$ cat config.mk
export PLATFORM = sky130hd
export DESIGN_NAME = uart_tx_streamer
export DESIGN_NICKNAME = d
export VERILOG_FILES = /design/src/rtl/uart_pkg.sv /design/src/rtl/uart_tx_streamer_byte_fifo.sv /design/src/rtl/uart_tx_streamer.sv
export SDC_FILE = /design/constraint.sdc
export NUM_CORES = 1
export LEC_CHECK = 0
export ABC_AREA = 0
export BUFFER_PORTS_ARGS = -buffer_cell sky130_fd_sc_hd__buf_4
export CORE_MARGIN = 2
export CORE_UTILIZATION = 39
export CTS_CLUSTER_DIAMETER = 150
export DETAILED_ROUTE_END_ITERATION = 16
export PLACE_DENSITY = 0.52
export SLEW_MARGIN = 20
export SYNTH_ARGS = -nofsm -noshare
export SYNTH_HDL_FRONTEND = slang
export SYNTH_HIERARCHICAL = 1
export SYNTH_SLANG_ARGS = --single-unit
$ cat constraint.sdc
create_clock -name clk -period 3.7 [get_ports clk]
set_clock_uncertainty 0.05 [all_clocks]
set_input_delay 0.74 -clock clk [delete_from_list [all_inputs] [get_ports clk]]
set_output_delay 0.74 -clock clk [all_outputs]
set_load 0.02 [all_outputs]
$ cat src/rtl/uart_pkg.sv
// Shared types, constants and helpers for the buffered UART transmitter.
package uart_pkg;

    typedef enum logic [2:0] {
        ST_IDLE   = 3'd0,
        ST_START  = 3'd1,
        ST_DATA   = 3'd2,
        ST_PARITY = 3'd3,
        ST_STOP   = 3'd4
    } tx_state_t;

    localparam int   DATA_BITS  = 8;
    localparam logic IDLE_LEVEL = 1'b1;

    function automatic int bit_cycles(input int clk_freq, input int baud);
        return clk_freq / baud;
    endfunction

    function automatic logic data_parity(input logic [DATA_BITS-1:0] d);
        return ^d;
    endfunction

endpackage

$ cat src/rtl/uart_tx_streamer_byte_fifo.sv
// First-word fall-through byte FIFO; full/empty are flops updated from the next count.
module byte_fifo #(
    parameter int DEPTH = 16,
    parameter int WIDTH = 8
) (
    input  logic                   clk,
    input  logic                   rst,
    input  logic                   push,
    input  logic [WIDTH-1:0]       din,
    input  logic                   pop,
    output logic [WIDTH-1:0]       dout,
    output logic                   full,
    output logic                   empty,
    output logic [$clog2(DEPTH):0] count
);
    localparam int              PW       = $clog2(DEPTH);
    localparam logic [PW:0]     CNT_FULL = (PW+1)'(DEPTH);
    localparam logic [PW:0]     CNT_ONE  = (PW+1)'(1);
    localparam logic [PW:0]     CNT_ZERO = (PW+1)'(0);
    localparam logic [PW-1:0]   PTR_ONE  = PW'(1);
    localparam logic [PW-1:0]   PTR_ZERO = PW'(0);

    if (DEPTH < 2 || (DEPTH & (DEPTH - 1)) != 0) begin : g_bad_depth
        $error("byte_fifo: DEPTH must be a power of two and at least 2");
    end

    logic [WIDTH-1:0] mem_r [DEPTH];
    logic [PW-1:0]    wr_ptr_r;
    logic [PW-1:0]    rd_ptr_r;
    logic [PW:0]      count_r;
    logic [PW:0]      count_next_s;
    logic             full_r;
    logic             empty_r;
    logic             push_ok_s;
    logic             pop_ok_s;

    // A full FIFO refuses a push even when a pop happens in the same cycle.
    always_comb begin
        push_ok_s    = push && !full_r;
        pop_ok_s     = pop && !empty_r;
        count_next_s = count_r;
        if (push_ok_s && !pop_ok_s) begin
            count_next_s = count_r + CNT_ONE;
        end else if (pop_ok_s && !push_ok_s) begin
            count_next_s = count_r - CNT_ONE;
        end else begin
            count_next_s = count_r;
        end
    end

    // Pointer, count and flag registers.
    always_ff @(posedge clk) begin
        if (rst) begin
            wr_ptr_r <= PTR_ZERO;
            rd_ptr_r <= PTR_ZERO;
            count_r  <= CNT_ZERO;
            full_r   <= 1'b0;
            empty_r  <= 1'b1;
        end else begin
            if (push_ok_s) wr_ptr_r <= wr_ptr_r + PTR_ONE;
            if (pop_ok_s)  rd_ptr_r <= rd_ptr_r + PTR_ONE;
            count_r <= count_next_s;
            full_r  <= (count_next_s == CNT_FULL);
            empty_r <= (count_next_s == CNT_ZERO);
        end
    end

    // Storage array write port.
    always_ff @(posedge clk) begin
        if (push_ok_s) mem_r[wr_ptr_r] <= din;
    end

    assign dout  = mem_r[rd_ptr_r];
    assign full  = full_r;
    assign empty = empty_r;
    assign count = count_r;

endmodule

$ cat src/rtl/uart_tx_streamer.sv
// Buffered 8N1 UART transmitter; define UART_TX_PARITY_EN to add a parity bit
// (PARITY_ODD selects odd parity).
module uart_tx_streamer
    import uart_pkg::*;
#(
    parameter int CLK_FREQ   = 100_000_000,
    parameter int BAUD_RATE  = 115_200,
    parameter int FIFO_DEPTH = 16
`ifdef UART_TX_PARITY_EN
    , parameter bit PARITY_ODD = 1'b0
`endif
) (
    input  logic                          clk,
    input  logic                          rst,
    input  logic [7:0]                    in_data,
    input  logic                          in_valid,
    output logic                          in_ready,
    output logic                          tx,
    output logic                          busy,
    output logic [$clog2(FIFO_DEPTH):0]   fifo_count
);
    localparam int              BIT_CYCLES = bit_cycles(CLK_FREQ, BAUD_RATE);
    localparam int              TW         = $clog2(BIT_CYCLES);
    localparam logic [TW-1:0]   TIMER_LAST = TW'(BIT_CYCLES - 1);
    localparam logic [TW-1:0]   TIMER_ZERO = TW'(0);
    localparam logic [TW-1:0]   TIMER_ONE  = TW'(1);
    localparam logic [2:0]      INDEX_LAST = 3'(DATA_BITS - 1);

    if (BIT_CYCLES < 2) begin : g_bad_baud
        $error("uart_tx_streamer: CLK_FREQ/BAUD_RATE must be at least 2");
    end

    tx_state_t              state_r, next_state_s;
    logic [TW-1:0]          timer_r, timer_next_s;
    logic [2:0]             index_r, index_next_s;
    logic [DATA_BITS-1:0]   shift_r, shift_next_s;
    logic                   tx_r, tx_s, busy_r, pop_s, bit_done_s;
    logic [DATA_BITS-1:0]   fifo_dout_s;
    logic                   fifo_full_s, fifo_empty_s;
`ifdef UART_TX_PARITY_EN
    logic                   parity_r;
`endif

    byte_fifo #(.DEPTH(FIFO_DEPTH), .WIDTH(DATA_BITS)) u_fifo (
        .clk   (clk),
        .rst   (rst),
        .push  (in_valid),
        .din   (in_data),
        .pop   (pop_s),
        .dout  (fifo_dout_s),
        .full  (fifo_full_s),
        .empty (fifo_empty_s),
        .count (fifo_count)
    );

    // Next-state, bit timing and line level for the current state.
    always_comb begin
        next_state_s = state_r;
        timer_next_s = timer_r;
        index_next_s = index_r;
        shift_next_s = shift_r;
        pop_s        = 1'b0;
        tx_s         = IDLE_LEVEL;
        bit_done_s   = (timer_r == TIMER_LAST);
        case (state_r)
            ST_IDLE: begin
                tx_s = IDLE_LEVEL;
                if (!fifo_empty_s) begin
                    pop_s        = 1'b1;
                    shift_next_s = fifo_dout_s;
                    timer_next_s = TIMER_ZERO;
                    next_state_s = ST_START;
                end else begin
                    next_state_s = ST_IDLE;
                end
            end
            ST_START: begin
                tx_s = 1'b0;
                if (bit_done_s) begin
                    timer_next_s = TIMER_ZERO;
                    index_next_s = 3'd0;
                    next_state_s = ST_DATA;
                end else begin
                    timer_next_s = timer_r + TIMER_ONE;
                end
            end
            ST_DATA: begin
                tx_s = shift_r[0];
                if (bit_done_s) begin
                    timer_next_s = TIMER_ZERO;
                    shift_next_s = {1'b0, shift_r[DATA_BITS-1:1]};
                    if (index_r == INDEX_LAST) begin
                        index_next_s = 3'd0;
`ifdef UART_TX_PARITY_EN
                        next_state_s = ST_PARITY;
`else
                        next_state_s = ST_STOP;
`endif
                    end else begin
                        index_next_s = index_r + 3'd1;
                    end
                end else begin
                    timer_next_s = timer_r + TIMER_ONE;
                end
            end
`ifdef UART_TX_PARITY_EN
            ST_PARITY: begin
                tx_s = parity_r;
                if (bit_done_s) begin
                    timer_next_s = TIMER_ZERO;
                    next_state_s = ST_STOP;
                end else begin
                    timer_next_s = timer_r + TIMER_ONE;
                end
            end
`endif
            ST_STOP: begin
                tx_s = IDLE_LEVEL;
                if (bit_done_s) begin
                    timer_next_s = TIMER_ZERO;
                    // Chain straight into the next start bit so frames have no idle gap.
                    if (!fifo_empty_s) begin
                        pop_s        = 1'b1;
                        shift_next_s = fifo_dout_s;
                        next_state_s = ST_START;
                    end else begin
                        next_state_s = ST_IDLE;
                    end
                end else begin
                    timer_next_s = timer_r + TIMER_ONE;
                end
            end
            default: begin
                timer_next_s = TIMER_ZERO;
                next_state_s = ST_IDLE;
            end
        endcase
    end

    // FSM state, shifter and the registered line/status outputs.
    always_ff @(posedge clk) begin
        if (rst) begin
            state_r <= ST_IDLE;
            timer_r <= TIMER_ZERO;
            index_r <= 3'd0;
            shift_r <= {DATA_BITS{1'b0}};
            tx_r    <= IDLE_LEVEL;
            busy_r  <= 1'b0;
        end else begin
            state_r <= next_state_s;
            timer_r <= timer_next_s;
            index_r <= index_next_s;
            shift_r <= shift_next_s;
            tx_r    <= tx_s;
            busy_r  <= (state_r != ST_IDLE) || !fifo_empty_s;
        end
    end

`ifdef UART_TX_PARITY_EN
    // Parity of the byte being loaded, held for the whole frame.
    always_ff @(posedge clk) begin
        if (rst) begin
            parity_r <= 1'b0;
        end else if (pop_s) begin
            parity_r <= data_parity(fifo_dout_s) ^ PARITY_ODD;
        end
    end
`endif

    assign in_ready = ~fifo_full_s;
    assign tx       = tx_r;
    assign busy     = busy_r;

endmodule
==> load_flow_metrics.sql, run 1 <==
INSERT INTO impl_metrics (metric_group, metric, value, unit) VALUES
('cts', 'cts_root_buffer', 'sky130_fd_sc_hd__clkbuf_16', ''),
('worst_setup_path', 'cpMaxStageDelayCell', 'sky130_fd_sc_hd__a2111oi_1', ''),
('timing', 'finalCritPeriodShare', '87.9', '%'),
('worst_setup_path', 'highest_fanout_seen_on_the_critical_path', '7', ''),
('worst_setup_path', 'worst_ep_arrival_time', '3.53', 'ns'),
('timing', 'drv_slew', '0', ''),
('cts', 'clock_latency', '0.43', 'ns'),
('cts', 'cts_setup_buffers', '0', ''),
('global_route', 'grt_max_degree', '40', ''),
('hold_path', 'worstHoldPathType', 'flip-flop to flip-flop', ''),
('power', 'cellInternalPower', '3460', 'uW'),
('worst_setup_path', 'setup.worst_path.start_class', 'flip-flop', ''),
('power', 'power.static_leakage', '0.00263', 'uW'),
('logic_synthesis', 'mappedNetlistNets', '463', ''),
('floorplan', 'initial_core_utilization', '39.9', '%'),
('cts', 'cts.htree.levels', '4', ''),
('logic_synthesis', 'synthesis.area_per_instance', '16.3', 'um^2'),
('logic_synthesis', 'syn_std_cell_area', '7190', 'um^2'),
('floorplan', 'dieWidth', '140', 'um'),
('final_layout', 'final_core_util', '45.0', '%'),
('worst_setup_path', 'r2r_setup_slack', '0.45', 'ns'),
('global_route', 'antenna_found_initial', '0', ''),
('outcome', 'run_status', 'finished clean', ''),
('logic_synthesis', 'synthArstFlopShare', '0', '%'),
('floorplan', 'die_height', '140', 'um'),
('worst_setup_path', 'worstPathCellList', 'ha_1 -> nor4bb_2 -> nand4_1 -> a2111oi_1 -> nand2b_1 -> and3_1 -> nor4_1 -> o31a_1 -> nor4bb_1', ''),
('timing', 'timing.max_slew.rel_slack', '32.8', '%'),
('logic_synthesis', 'synth_ff_type', 'sky130_fd_sc_hd__edfxtp_1', ''),
('timing', 'period_needed', '3.25', 'ns'),
('floorplan', 'placement_rows', '49', ''),
('power', 'powerDensity', '581', 'nW/um^2'),
('floorplan', 'die_area', '19500', 'um^2'),
('placement', 'gp_congestion', '0.803', ''),
('power', 'power_switching', '1250', 'uW'),
('routing', 'detail-route-antenna-nets', '0', ''),
('worst_setup_path', 'critical-path-max-stage-delay', '0.55', 'ns'),
('placement', 'placed_cell_area', '7520', 'um^2'),
('worst_setup_path', 'cpLargestDelayFamily', 'simple AND/OR/NAND/NOR gates', ''),
('final_layout', 'nets', '488', ''),
('worst_setup_path', 'crit_buf_inv', '0', ''),
('power', 'power.ir.vdd_worst', '365', 'uV'),
('power', 'combinationalPowerShare', '14.0', '%'),
('final_layout', 'n_antenna_cell', '0', ''),
('power', 'clock_power_share', '38.0', '%'),
('final_layout', 'drive_above_1_share', '20.6', '%'),
('floorplan', 'ios', '19', ''),
('final_layout', 'layout.cells.non_filler', '709', ''),
('routing', 'finalWirelength', '13.7', 'mm'),
('timing', 'fmax', '307', 'MHz'),
('logic_synthesis', 'postSynthRegisterBits', '173', ''),
('final_layout', 'syn_to_final_growth', '12.9', '%'),
('placement', 'placedCellCount', '677', ''),
('cts', 'clk_pin_slew', '0.07', 'ns'),
('floorplan', 'coreArea', '18000', 'um^2'),
('timing', 'setup_viol', '0', ''),
('final_layout', 'layout.cell_area.non_filler', '8120', 'um^2'),
('cts', 'max-clock-path-buffers', '2', ''),
('timing', 'worstMarginPinSlew', '1.00', 'ns'),
('timing', 'setup_tns', '0', 'ns'),
('flow_run', 'drv.max_cap_violation_count', '0', ''),
('global_route', 'global_route.usage.total', '14.8', '%'),
('routing', 'detail_routed_via_count_per_cell', '5.40', ''),
('worst_setup_path', 'critical_path_class', 'flip-flop to flip-flop', ''),
('timing', 'unrepaired_setup_endpoints_after_global_routing', 'false', ''),
('timing', 'whs', '0.431', 'ns'),
('routing', 'drc', '0', ''),
('timing', 'timing_hold_violations_final', '0', ''),
('power', 'sw_frac_of_total', '26.6', '%'),
('global_route', 'grt_pass1_wl', '21.5', 'mm'),
('power', 'seqPwrFrac', '47.9', '%'),
('placement', 'numPortBuffers', '18', '');
==> layer usage <==
| layer | share of wire (%) | GRT usage, % | vias to the layer above |
|---|---|---|---|
| met1 | 46 | 19.4 | 1988 |
| li1 | - | - | 1775 |
| met4 | 0.83 | 4.74 | 0 |
| met5 | 0 | 0 | - |
| met2 | 50 | 24.5 | 58 |
| met3 | 2.6 | 3.41 | 8 |
==> per-stage QoR <==
stage	power, uW	setup slack [ns]
after floorplan	2810	0.946
after global placement	2960	0.569
after detailed placement	2970	0.433
after CTS	4770	0.384
after global routing	4930	0.142
final	4720	0.447
==> cell usage after synthesis (all sizes together), types with 7 or more instances <==
| master | instances | area [um^2] |
|---|---|---|
| edfxtp | 128 | 3840 |
| dfxtp | 45 | 901 |
| nor2 | 42 | 158 |
| mux4 | 40 | 942 |
| nand2 | 22 | 82.6 |
| buf | 18 | 156 |
| nor3 | 13 | 65.1 |
| xnor2 | 13 | 114 |
| a21oi | 11 | 55.1 |
| ha | 10 | 125 |
| mux2i | 10 | 100 |
| a311oi | 8 | 70.1 |
| inv | 8 | 30.0 |
| nand2b | 8 | 50.1 |
| xor2 | 7 | 61.3 |
==> final cells by class <==
cell class	count	area, um^2
Clock buffer	17	425
Clock inverter	15	166
Fill cell	1588	9910
Inverter	8	30.0
Multi-Input combinational cell	237	2240
Sequential cell	173	4750
Tap cell	229	287
Timing Repair Buffer	30	225
==> cells by family after synthesis <==
logic type / share of synthesized area (%)
buffers and inverters: 2.91
flip-flops: 66.0
adder cells (fa/ha/maj): 1.74
multiplexers: 14.5
AO/OA/AOI/OAI: 3.60
XOR/XNOR: 2.44
AND/OR/NAND/NOR: 8.82
==> path summary, 6_finish.rpt <==
kind / startpoint / end / depth (start not counted)
max reg2reg: timer_r[0] / u_fifo/full / 9
min: shift_r[7] / shift_r[7] / 2
max: timer_r[0] / u_fifo/full / 9
min reg2reg: shift_r[7] / shift_r[7] / 2
==> worst min-delay path, delay by kind of cell (launching register included) <==
| family | cells | cell delay, ns |
|---|---|---|
| DFF | 1 | 0.31 |
| muxes | 1 | 0.06 |
| and+or+nand+nor | 1 | 0.06 |
==> power by group through the flow <==
stage / registers, uW / logic [uW] / clock network, uW
floorplan: 2280 / 530 / 0
global placement: 2300 / 655 / 0
detailed placement: 2300 / 667 / 0
CTS: 2260 / 670 / 1840
global route: 2270 / 727 / 1930
finish: 2260 / 662 / 1790
==> flip-flops by register name, indices dropped and copies added, names as in the netlist, 3 cells and up, named ones only <==
name,flops
state_r,3
u_fifo/rd_ptr_r,4
timer_r,10
u_fifo/count,5
index_r,3
shift_r,8
u_fifo/mem_r,128
u_fifo/wr_ptr_r,4
==> what timing repair did <==
action | in CTS | in global routing
setup endpoints to repair | 0 | 1
hold buffers | 0 | 0
resized for setup | 0 | 1
hold endpoints to repair | 0 | 0
==> cells in the final DEF, fill, tap and decap left out, types with 2 or more instances in the layout <==
master                      Yosys  routed
sky130_fd_sc_hd__and4_1         2       2
sky130_fd_sc_hd__mux4_2        29      29
sky130_fd_sc_hd__a31oi_1        2       2
sky130_fd_sc_hd__nor4b_1        2       2
sky130_fd_sc_hd__nand4_1        5       5
sky130_fd_sc_hd__nand3_1        4       4
sky130_fd_sc_hd__a311oi_1       8       8
sky130_fd_sc_hd__nand2b_1       8       8
sky130_fd_sc_hd__dfxtp_1       45      44
sky130_fd_sc_hd__a21o_1         2       2
sky130_fd_sc_hd__xor2_1         7       7
sky130_fd_sc_hd__nand4b_1       2       2
sky130_fd_sc_hd__ha_1          10      10
sky130_fd_sc_hd__mux4_1        11      11
sky130_fd_sc_hd__a21oi_1       11      11
sky130_fd_sc_hd__edfxtp_1     128     128
sky130_fd_sc_hd__inv_1          8       8
sky130_fd_sc_hd__clkinv_2       0       2
sky130_fd_sc_hd__nor2_1        42      42
sky130_fd_sc_hd__and3_1         3       3
sky130_fd_sc_hd__xnor2_1       13      13
sky130_fd_sc_hd__mux2i_1       10      10
sky130_fd_sc_hd__nand2_1       22      22
sky130_fd_sc_hd__clkbuf_16      0      17
sky130_fd_sc_hd__inv_8          0       9
sky130_fd_sc_hd__buf_4          5      30
sky130_fd_sc_hd__nor3_1        13      13
sky130_fd_sc_hd__o21ai_0        3       3
sky130_fd_sc_hd__nor4_1         3       3
sky130_fd_sc_hd__inv_6          0       2
sky130_fd_sc_hd__nor2b_1        3       3
sky130_fd_sc_hd__a211oi_1       3       3
Power figures use the tool's default switching activity.
==> run 2, diff against run 1 <==
Settings changed: ABC_AREA 0 to 1.
==> run 2 against run 1 <==
Non-clock buffer count decreased by 8. First-iteration DRC count is 11% lower. Sequential cell count unchanged. Critical path depth grew 6. Cell count up 52%. Final area rose by 7.3%. Maximum frequency grew 37%. Via count is 41% higher. Largest power group unchanged. Sequential power up 5%. Critical endpoint unchanged.
==> load_flow_metrics.sql, run 2 <==
INSERT INTO impl_metrics (metric_group, metric, value, unit) VALUES
('worst_setup_path', 'setup.worst_path.start_class', 'flip-flop', ''),
('logic_synthesis', 'yosys-top-cells-area', 'sky130_fd_sc_hd__edfxtp_1 (49%), sky130_fd_sc_hd__dfxtp_1 (12%), sky130_fd_sc_hd__nand2_1 (6.8%)', ''),
('routing', 'drt_first_pass_iters', '5', ''),
('logic_synthesis', 'synth_ff_type', 'sky130_fd_sc_hd__edfxtp_1', ''),
('logic_synthesis', 'seq_total_area_yosys', '60.9', '%'),
('hold_path', 'worstHoldPathType', 'flip-flop to flip-flop', ''),
('floorplan', 'ios', '19', ''),
('cts', 'cts.htree.levels', '4', ''),
('worst_setup_path', 'r2r_cells', '15', ''),
('routing', 'drc', '0', ''),
('logic_synthesis', 'yosys.cell_count.top_type', 'sky130_fd_sc_hd__nand2_1', ''),
('timing', 'worstMarginPinSlew', '0.831', 'ns'),
('global_route', 'antenna_found_initial', '0', ''),
('floorplan', 'die_height', '145', 'um'),
('timing', 'setup_tns', '0', 'ns'),
('cts', 'cts_buffers', '17', ''),
('hold_path', 'worstHoldStart', 'u_fifo/rd_ptr_r[3]', ''),
('timing', 'drv_slew', '0', ''),
('final_layout', 'layout.cell_area.non_filler', '8710', 'um^2'),
('flow_run', 'drv.max_cap_violation_count', '0', ''),
('final_layout', 'largest_register_ffs', '128', ''),
('routing', 'finalWirelength', '17.1', 'mm'),
('routing', 'route.detailed.wl_per_inst', '15.9', 'um'),
('worst_setup_path', 'highest_fanout_seen_on_the_critical_path', '7', ''),
('worst_setup_path', 'timing.rr.start', 'timer_r[0]', ''),
('final_layout', 'n_antenna_cell', '0', ''),
('power', 'power.static_leakage', '0.00333', 'uW'),
('routing', 'detail_routed_via_count_per_cell', '5.03', ''),
('logic_synthesis', 'postSynthRegisterBits', '173', ''),
('cts', 'tritoncts', 'done', ''),
('global_route', 'grt_pass1_wl', '27.6', 'mm'),
('timing', 'postLayoutSetupSlackWorst', '1.33', 'ns'),
('final_layout', 'final.fill_count', '1885', ''),
('timing', 'finalCritPeriodShare', '64.2', '%'),
('logic_synthesis', 'synth-edff-count', '128', ''),
('global_route', 'grt_pass1_vias', '5176', ''),
('placement', 'pre_cts_slack', '1.27', 'ns'),
('cts', 'clock_sinks', '173', ''),
('logic_synthesis', 'synthDominantCellAreaShare', '49.4', '%'),
('worst_setup_path', 'r2r_setup_slack', '1.33', 'ns'),
('logic_synthesis', 'mappedNetlistNets', '811', ''),
('global_route', 'global_route.usage.total', '16.8', '%'),
('worst_setup_path', 'end_kind', 'flip-flop', ''),
('worst_setup_path', 'critical_path_class', 'flip-flop to flip-flop', ''),
('final_layout', 'syn_to_final_growth', '11.8', '%'),
('logic_synthesis', 'synth.largest_area_cell', 'sky130_fd_sc_hd__edfxtp_1', ''),
('timing', 'unrepaired_setup_endpoints_after_global_routing', 'false', ''),
('final_layout', 'final_cell_mix', 'sky130_fd_sc_hd__nand2_1 (140), sky130_fd_sc_hd__edfxtp_1 (128), sky130_fd_sc_hd__inv_1 (115)', ''),
('final_layout', 'reg.largest.list', 'u_fifo/mem_r: 128 flops, timer_r: 10 flops, shift_r: 8 flops', ''),
('timing', 'timing.max_slew.rel_slack', '44.4', '%'),
('worst_setup_path', 'timing.rr.end', 'u_fifo/full', ''),
('floorplan', 'initial_core_utilization', '39.9', '%'),
('cts', 'cts.repair.resized', '0', ''),
('cts', 'cts_root_buffer', 'sky130_fd_sc_hd__clkbuf_16', ''),
('final_layout', 'drive_above_1_share', '11.1', '%'),
('logic_synthesis', 'synthesis.area_per_instance', '9.85', 'um^2'),
('power', 'powerDensity', '629', 'nW/um^2'),
('placement', 'placed_cell_area', '8080', 'um^2'),
('timing', 'setup_viol', '0', ''),
('outcome', 'run_status', 'finished clean', ''),
('logic_synthesis', 'unique_masters_post_synth', '28', ''),
('timing', 'timing_hold_violations_final', '0', ''),
('final_layout', 'layout.cells.non_filler', '1076', ''),
('placement', 'place.detailed.hpwl', '11.3', 'mm'),
('global_route', 'grt_max_degree', '121', ''),
('floorplan', 'placement_rows', '51', ''),
('timing', 'fmax', '421', 'MHz'),
('final_layout', 'nets', '819', ''),
('cts', 'clock_latency', '0.43', 'ns'),
('worst_setup_path', 'worst_ep_arrival_time', '2.69', 'ns'),
('cts', 'clk_pin_slew', '0.07', 'ns'),
('floorplan', 'dieWidth', '145', 'um'),
('cts', 'max-clock-path-buffers', '2', ''),
('placement', 'numPortBuffers', '18', ''),
('final_layout', 'layout_commonest_cell', 'sky130_fd_sc_hd__nand2_1', ''),
('logic_synthesis', 'synth_top_cells_by_count', 'sky130_fd_sc_hd__nand2_1 (140), sky130_fd_sc_hd__edfxtp_1 (128), sky130_fd_sc_hd__inv_1 (114), sky130_fd_sc_hd__nand3_1 (87), sky130_fd_sc_hd__a21oi_1 (59)', ''),
('power', 'power.ir.vdd_worst', '338', 'uV'),
('routing', 'drt_iter0_markers', '390', ''),
('logic_synthesis', 'synth_warnings', '6', ''),
('placement', 'placedCellCount', '1043', ''),
('final_layout', 'reg_with_most_ffs', 'u_fifo/mem_r', ''),
('global_route', 'globalRouteOverflowTotal', '0', ''),
('logic_synthesis', 'syn_std_cell_area', '7780', 'um^2'),
('floorplan', 'coreArea', '19500', 'um^2'),
('logic_synthesis', 'synthesis.instances', '790', ''),
('logic_synthesis', 'synthArstFlopShare', '0', '%'),
('cts', 'hold_buffers', '0', ''),
('worst_setup_path', 'worst_ep_required_time', '4.02', 'ns'),
('hold_path', 'holdPathStages', '1', ''),
('cts', 'cts_setup_buffers', '0', ''),
('floorplan', 'die_area', '21100', 'um^2'),
('placement', 'gp_congestion', '0.848', ''),
('routing', 'vias_post_dr', '5409', ''),
('routing', 'detail-route-antenna-nets', '0', ''),
('timing', 'period_needed', '2.37', 'ns');
## run 2: layer usage
layer	vias up	GRT usage (%)	wire length [um]	share of wire [%]
li1	2680	-	-	-
met1	2600	21.7	7680	45
met2	114	28.6	8510	50
met3	15	3.36	703	4.1
met4	0	4.95	167	0.98
met5	-	0	0	0
## run 2: power by group
group / leakage (uW) / internal [uW] / switching, uW
clock network: 0.000306 / 1020 / 747
logic: 0.00150 / 447 / 893
registers: 0.00152 / 2210 / 162
total: 0.00333 / 3680 / 1800
## run 2: logic make-up (layout without fill, tap and decap cells)
family / Yosys count / after routing / share of synthesized area (%)
buffers and inverters: 152 / 173 / 8.26
AO/OA/AOI/OAI: 129 / 129 / 9.32
adder cells (fa/ha/maj): 10 / 10 / 1.61
AND/OR/NAND/NOR: 326 / 326 / 19.9
flip-flops: 173 / 173 / 60.9
## run 2: stage by stage
stage               hold slack, ns  power [uW]  util [%]
detailed placement           0.386        3730      41.4
CTS                          0.396        5500      44.5
floorplan                    0.362        3430         -
finish                       0.390        5480      44.6
global placement             0.373        3720      41.4
global route                 0.415        5800      44.6
## run 2: worst max-delay path by stage
stage	startpoint	endpoint	slack (ns)	depth (start not counted)
after floorplan	timer_r[0]	u_fifo/empty	1.74	16
after CTS	timer_r[0]	u_fifo/full	1.32	15
after detailed placement	in_valid	u_fifo/mem_r[3][4]	1.27	5
after global routing	timer_r[0]	u_fifo/full	1.08	15
final	timer_r[0]	u_fifo/full	1.33	15
after global placement	in_valid	u_fifo/mem_r[8][4]	1.34	6
## run 2: final cells by class
| class | count | area, um^2 | share of cell area [%] |
|---|---|---|---|
| clock inverter | 10 | 68.8 | 0.790 |
| clock buffer | 22 | 528 | 6.06 |
| multi-input combinational | 465 | 2400 | 27.5 |
| inverter | 119 | 447 | 5.13 |
| tap | 265 | 332 | 3.81 |
| timing repair buffer | 22 | 185 | 2.13 |
| sequential | 173 | 4750 | 54.5 |
## run 2: worst max-delay path: stages (launching register included)
cell and delay (ns):
sky130_fd_sc_hd__dfxtp_1 0.39, sky130_fd_sc_hd__ha_1 0.27, sky130_fd_sc_hd__nand2_2 0.09, sky130_fd_sc_hd__nor2_4 0.20
sky130_fd_sc_hd__nand3_4 0.15, sky130_fd_sc_hd__nand2_1 0.08, sky130_fd_sc_hd__nand2_1 0.06, sky130_fd_sc_hd__inv_1 0.12
sky130_fd_sc_hd__inv_1 0.09, sky130_fd_sc_hd__nor2_4 0.16, sky130_fd_sc_hd__nand2_1 0.14, sky130_fd_sc_hd__nand3_1 0.11
sky130_fd_sc_hd__nand2_1 0.07, sky130_fd_sc_hd__nor2_2 0.13, sky130_fd_sc_hd__nand2_1 0.09, sky130_fd_sc_hd__nor2_1 0.10
==> run 3, diff against run 2 <==
Settings changed: PLACE_DENSITY 0.52 to 0.54.
Clock period 3.7 ns to 2.05 ns, I/O delays scaled along.
==> run 3 against run 2 <==
Worst setup slack got worse by 1.2 ns. First-iteration DRC count is 19% lower. Via count increased by 0.11%. Hold slack got worse by 0.14 ns. Clock-buffer cell count shrank 4. Critical path depth unchanged. Routed wire length rose by 0.28%. Clock power rose by 77%. Combinational power rose by 100%. Die area unchanged. Final area rose by 3.2%.
==> load_flow_metrics.sql, run 3 (synthesized netlist as in run 2, its figures left out) <==
INSERT INTO impl_metrics (metric_group, metric, value, unit) VALUES
('outcome', 'run_status', 'finished clean', ''),
('final_layout', 'layout_commonest_cell', 'sky130_fd_sc_hd__nand2_1', ''),
('cts', 'clock_sinks', '173', ''),
('flow_run', 'drv.max_cap_violation_count', '0', ''),
('final_layout', 'reg_with_most_ffs', 'u_fifo/mem_r', ''),
('routing', 'drt_first_pass_iters', '6', ''),
('final_layout', 'n_antenna_cell', '0', ''),
('timing', 'fmax', '533', 'MHz'),
('cts', 'hold_buffers', '0', ''),
('hold_path', 'holdPathStages', '2', ''),
('final_layout', 'nets', '851', ''),
('timing', 'setup_tns', '0', 'ns'),
('global_route', 'grt_max_degree', '47', ''),
('cts', 'clock_latency', '0.43', 'ns'),
('power', 'powerDensity', '1110', 'nW/um^2'),
('worst_setup_path', 'worst_ep_required_time', '2.36', 'ns'),
('hold_path', 'hold_path_end', 'timer_r[1]', ''),
('floorplan', 'die_height', '145', 'um'),
('global_route', 'grt_pass1_wl', '27.6', 'mm'),
('timing', 'postLayoutSetupSlackWorst', '0.174', 'ns'),
('worst_setup_path', 'setup.worst_path.start_class', 'flip-flop', ''),
('worst_setup_path', 'timing.rr.end', 'u_fifo/full', ''),
('final_layout', 'largest_register_ffs', '128', ''),
('floorplan', 'initial_core_utilization', '39.9', '%'),
('final_layout', 'reg.largest.list', 'u_fifo/mem_r: 128 flops, timer_r: 10 flops, shift_r: 8 flops', ''),
('routing', 'detail_routed_via_count_per_cell', '4.89', ''),
('worst_setup_path', 'worst_ep_arrival_time', '2.19', 'ns'),
('worst_setup_path', 'end_kind', 'flip-flop', ''),
('hold_path', 'worstHoldStart', 'rst', ''),
('placement', 'gp_congestion', '0.892', ''),
('routing', 'drc', '0', ''),
('cts', 'tritoncts', 'done', ''),
('floorplan', 'coreArea', '19500', 'um^2'),
('worst_setup_path', 'r2r_cells', '15', ''),
('floorplan', 'ios', '19', ''),
('placement', 'place.detailed.hpwl', '11.3', 'mm'),
('timing', 'drv_slew', '0', ''),
('placement', 'placedCellCount', '1075', ''),
('cts', 'cts_buffers', '17', ''),
('global_route', 'global_route.usage.total', '16.7', '%'),
('final_layout', 'drive_above_1_share', '15.3', '%'),
('global_route', 'antenna_found_initial', '0', ''),
('placement', 'pre_cts_slack', '0.0909', 'ns'),
('routing', 'detail-route-antenna-nets', '0', ''),
('hold_path', 'worstHoldPathType', 'input pin to flip-flop', ''),
('cts', 'cts.htree.levels', '4', ''),
('cts', 'max-clock-path-buffers', '2', ''),
('final_layout', 'final_cell_mix', 'sky130_fd_sc_hd__nand2_1 (139), sky130_fd_sc_hd__edfxtp_1 (128), sky130_fd_sc_hd__inv_1 (113)', ''),
('worst_setup_path', 'critical_path_class', 'flip-flop to flip-flop', ''),
('cts', 'cts_root_buffer', 'sky130_fd_sc_hd__clkbuf_16', ''),
('final_layout', 'layout.cells.non_filler', '1108', ''),
('placement', 'numPortBuffers', '18', ''),
('worst_setup_path', 'r2r_setup_slack', '0.17', 'ns'),
('timing', 'finalCritPeriodShare', '91.5', '%'),
('timing', 'worstMarginPinSlew', '0.455', 'ns'),
('timing', 'period_needed', '1.88', 'ns'),
('final_layout', 'syn_to_final_growth', '15.4', '%'),
('routing', 'vias_post_dr', '5415', ''),
('final_layout', 'layout.cell_area.non_filler', '8990', 'um^2'),
('routing', 'route.detailed.wl_per_inst', '15.4', 'um'),
('global_route', 'globalRouteOverflowTotal', '0', ''),
('floorplan', 'placement_rows', '51', ''),
('power', 'power.ir.vdd_worst', '655', 'uV'),
('timing', 'setup_viol', '0', ''),
('global_route', 'grt_pass1_vias', '5167', ''),
('power', 'power.static_leakage', '0.00348', 'uW'),
('worst_setup_path', 'highest_fanout_seen_on_the_critical_path', '4', ''),
('floorplan', 'dieWidth', '145', 'um'),
('routing', 'finalWirelength', '17.1', 'mm'),
('timing', 'unrepaired_setup_endpoints_after_global_routing', 'false', ''),
('power', 'totalPowerFinal', '9970', 'uW'),
('timing', 'timing.max_slew.rel_slack', '69.6', '%'),
('routing', 'drt_iter0_markers', '314', ''),
('floorplan', 'die_area', '21100', 'um^2'),
('timing', 'timing_hold_violations_final', '0', ''),
('worst_setup_path', 'timing.rr.start', 'timer_r[0]', ''),
('cts', 'clk_pin_slew', '0.07', 'ns'),
('placement', 'placed_cell_area', '8390', 'um^2');
==> run 3: worst max-delay path by stage <==
stage / from / endpoint / slack [ns] / cells past startpoint
global route: timer_r[4] / u_fifo/full / 0.005 / 15
detailed placement: timer_r[1] / u_fifo/rd_ptr_r[3] / 0.09 / 13
CTS: timer_r[1] / flip-flop / 0.07 / 13
finish: timer_r[0] / u_fifo/full / 0.17 / 15
global placement: timer_r[1] / u_fifo/empty / 0.16 / 16
floorplan: timer_r[0] / u_fifo/empty / 0.09 / 16
==> run 3: worst max-delay path: stages (launching register included) <==
cell,delay (ns)
sky130_fd_sc_hd__dfxtp_2,0.34
sky130_fd_sc_hd__ha_2,0.19
sky130_fd_sc_hd__nand2_2,0.07
sky130_fd_sc_hd__nor2_4,0.11
sky130_fd_sc_hd__nand3_4,0.08
sky130_fd_sc_hd__nand2_1,0.06
sky130_fd_sc_hd__nand2_1,0.07
sky130_fd_sc_hd__inv_2,0.08
sky130_fd_sc_hd__inv_1,0.07
sky130_fd_sc_hd__nor2_4,0.17
sky130_fd_sc_hd__nand2_2,0.09
sky130_fd_sc_hd__nand3_1,0.10
sky130_fd_sc_hd__nand2_1,0.07
sky130_fd_sc_hd__nor2_2,0.10
sky130_fd_sc_hd__nand2_1,0.07
sky130_fd_sc_hd__nor2_1,0.09
==> run 3: stage by stage <==
| step | hold slack [ns] | util (%) |
|---|---|---|
| 2_1_floorplan | 0.362 | - |
| 3_3_place_gp | 0.375 | 42.9 |
| 3_5_place_dp | 0.390 | 42.9 |
| 4_1_cts | 0.236 | 45.9 |
| 5_1_grt | 0.246 | 46.0 |
| 6_report | 0.250 | 46.0 |
==> run 3: power by group <==
group | total, uW | internal, uW | switching (uW) | leakage, uW
Clock | 3130 | 1630 | 1510 | 0.000284
Combinational | 2680 | 962 | 1720 | 0.00167
Sequential | 4150 | 3990 | 166 | 0.00153
==> run 3: cell type report <==
| class | count | area [um^2] |
|---|---|---|
| clock buffers | 18 | 429 |
| clock inverters | 14 | 141 |
| fillers | 1857 | 10500 |
| inverters | 119 | 447 |
| multi-input cells | 465 | 2420 |
| flip-flops and latches | 173 | 4750 |
| well taps | 265 | 332 |
| repair buffers | 54 | 468 |
==> run 3: metal layers <==
metal  up-vias  share of wire (%)  global-route usage, %
li1       2743                  -                      -
met3        16                4.3                   3.49
met4         0               0.99                   4.36
met2       103                 48                   27.3
met1      2553                 47                   22.8
met5         -                  0                      0
==> run 3: timing repair <==
item,CTS,global route
setup buffers,0,1
endpoints found under the hold margin,0,0
setup endpoints to repair,0,5
gates resized for setup,0,8
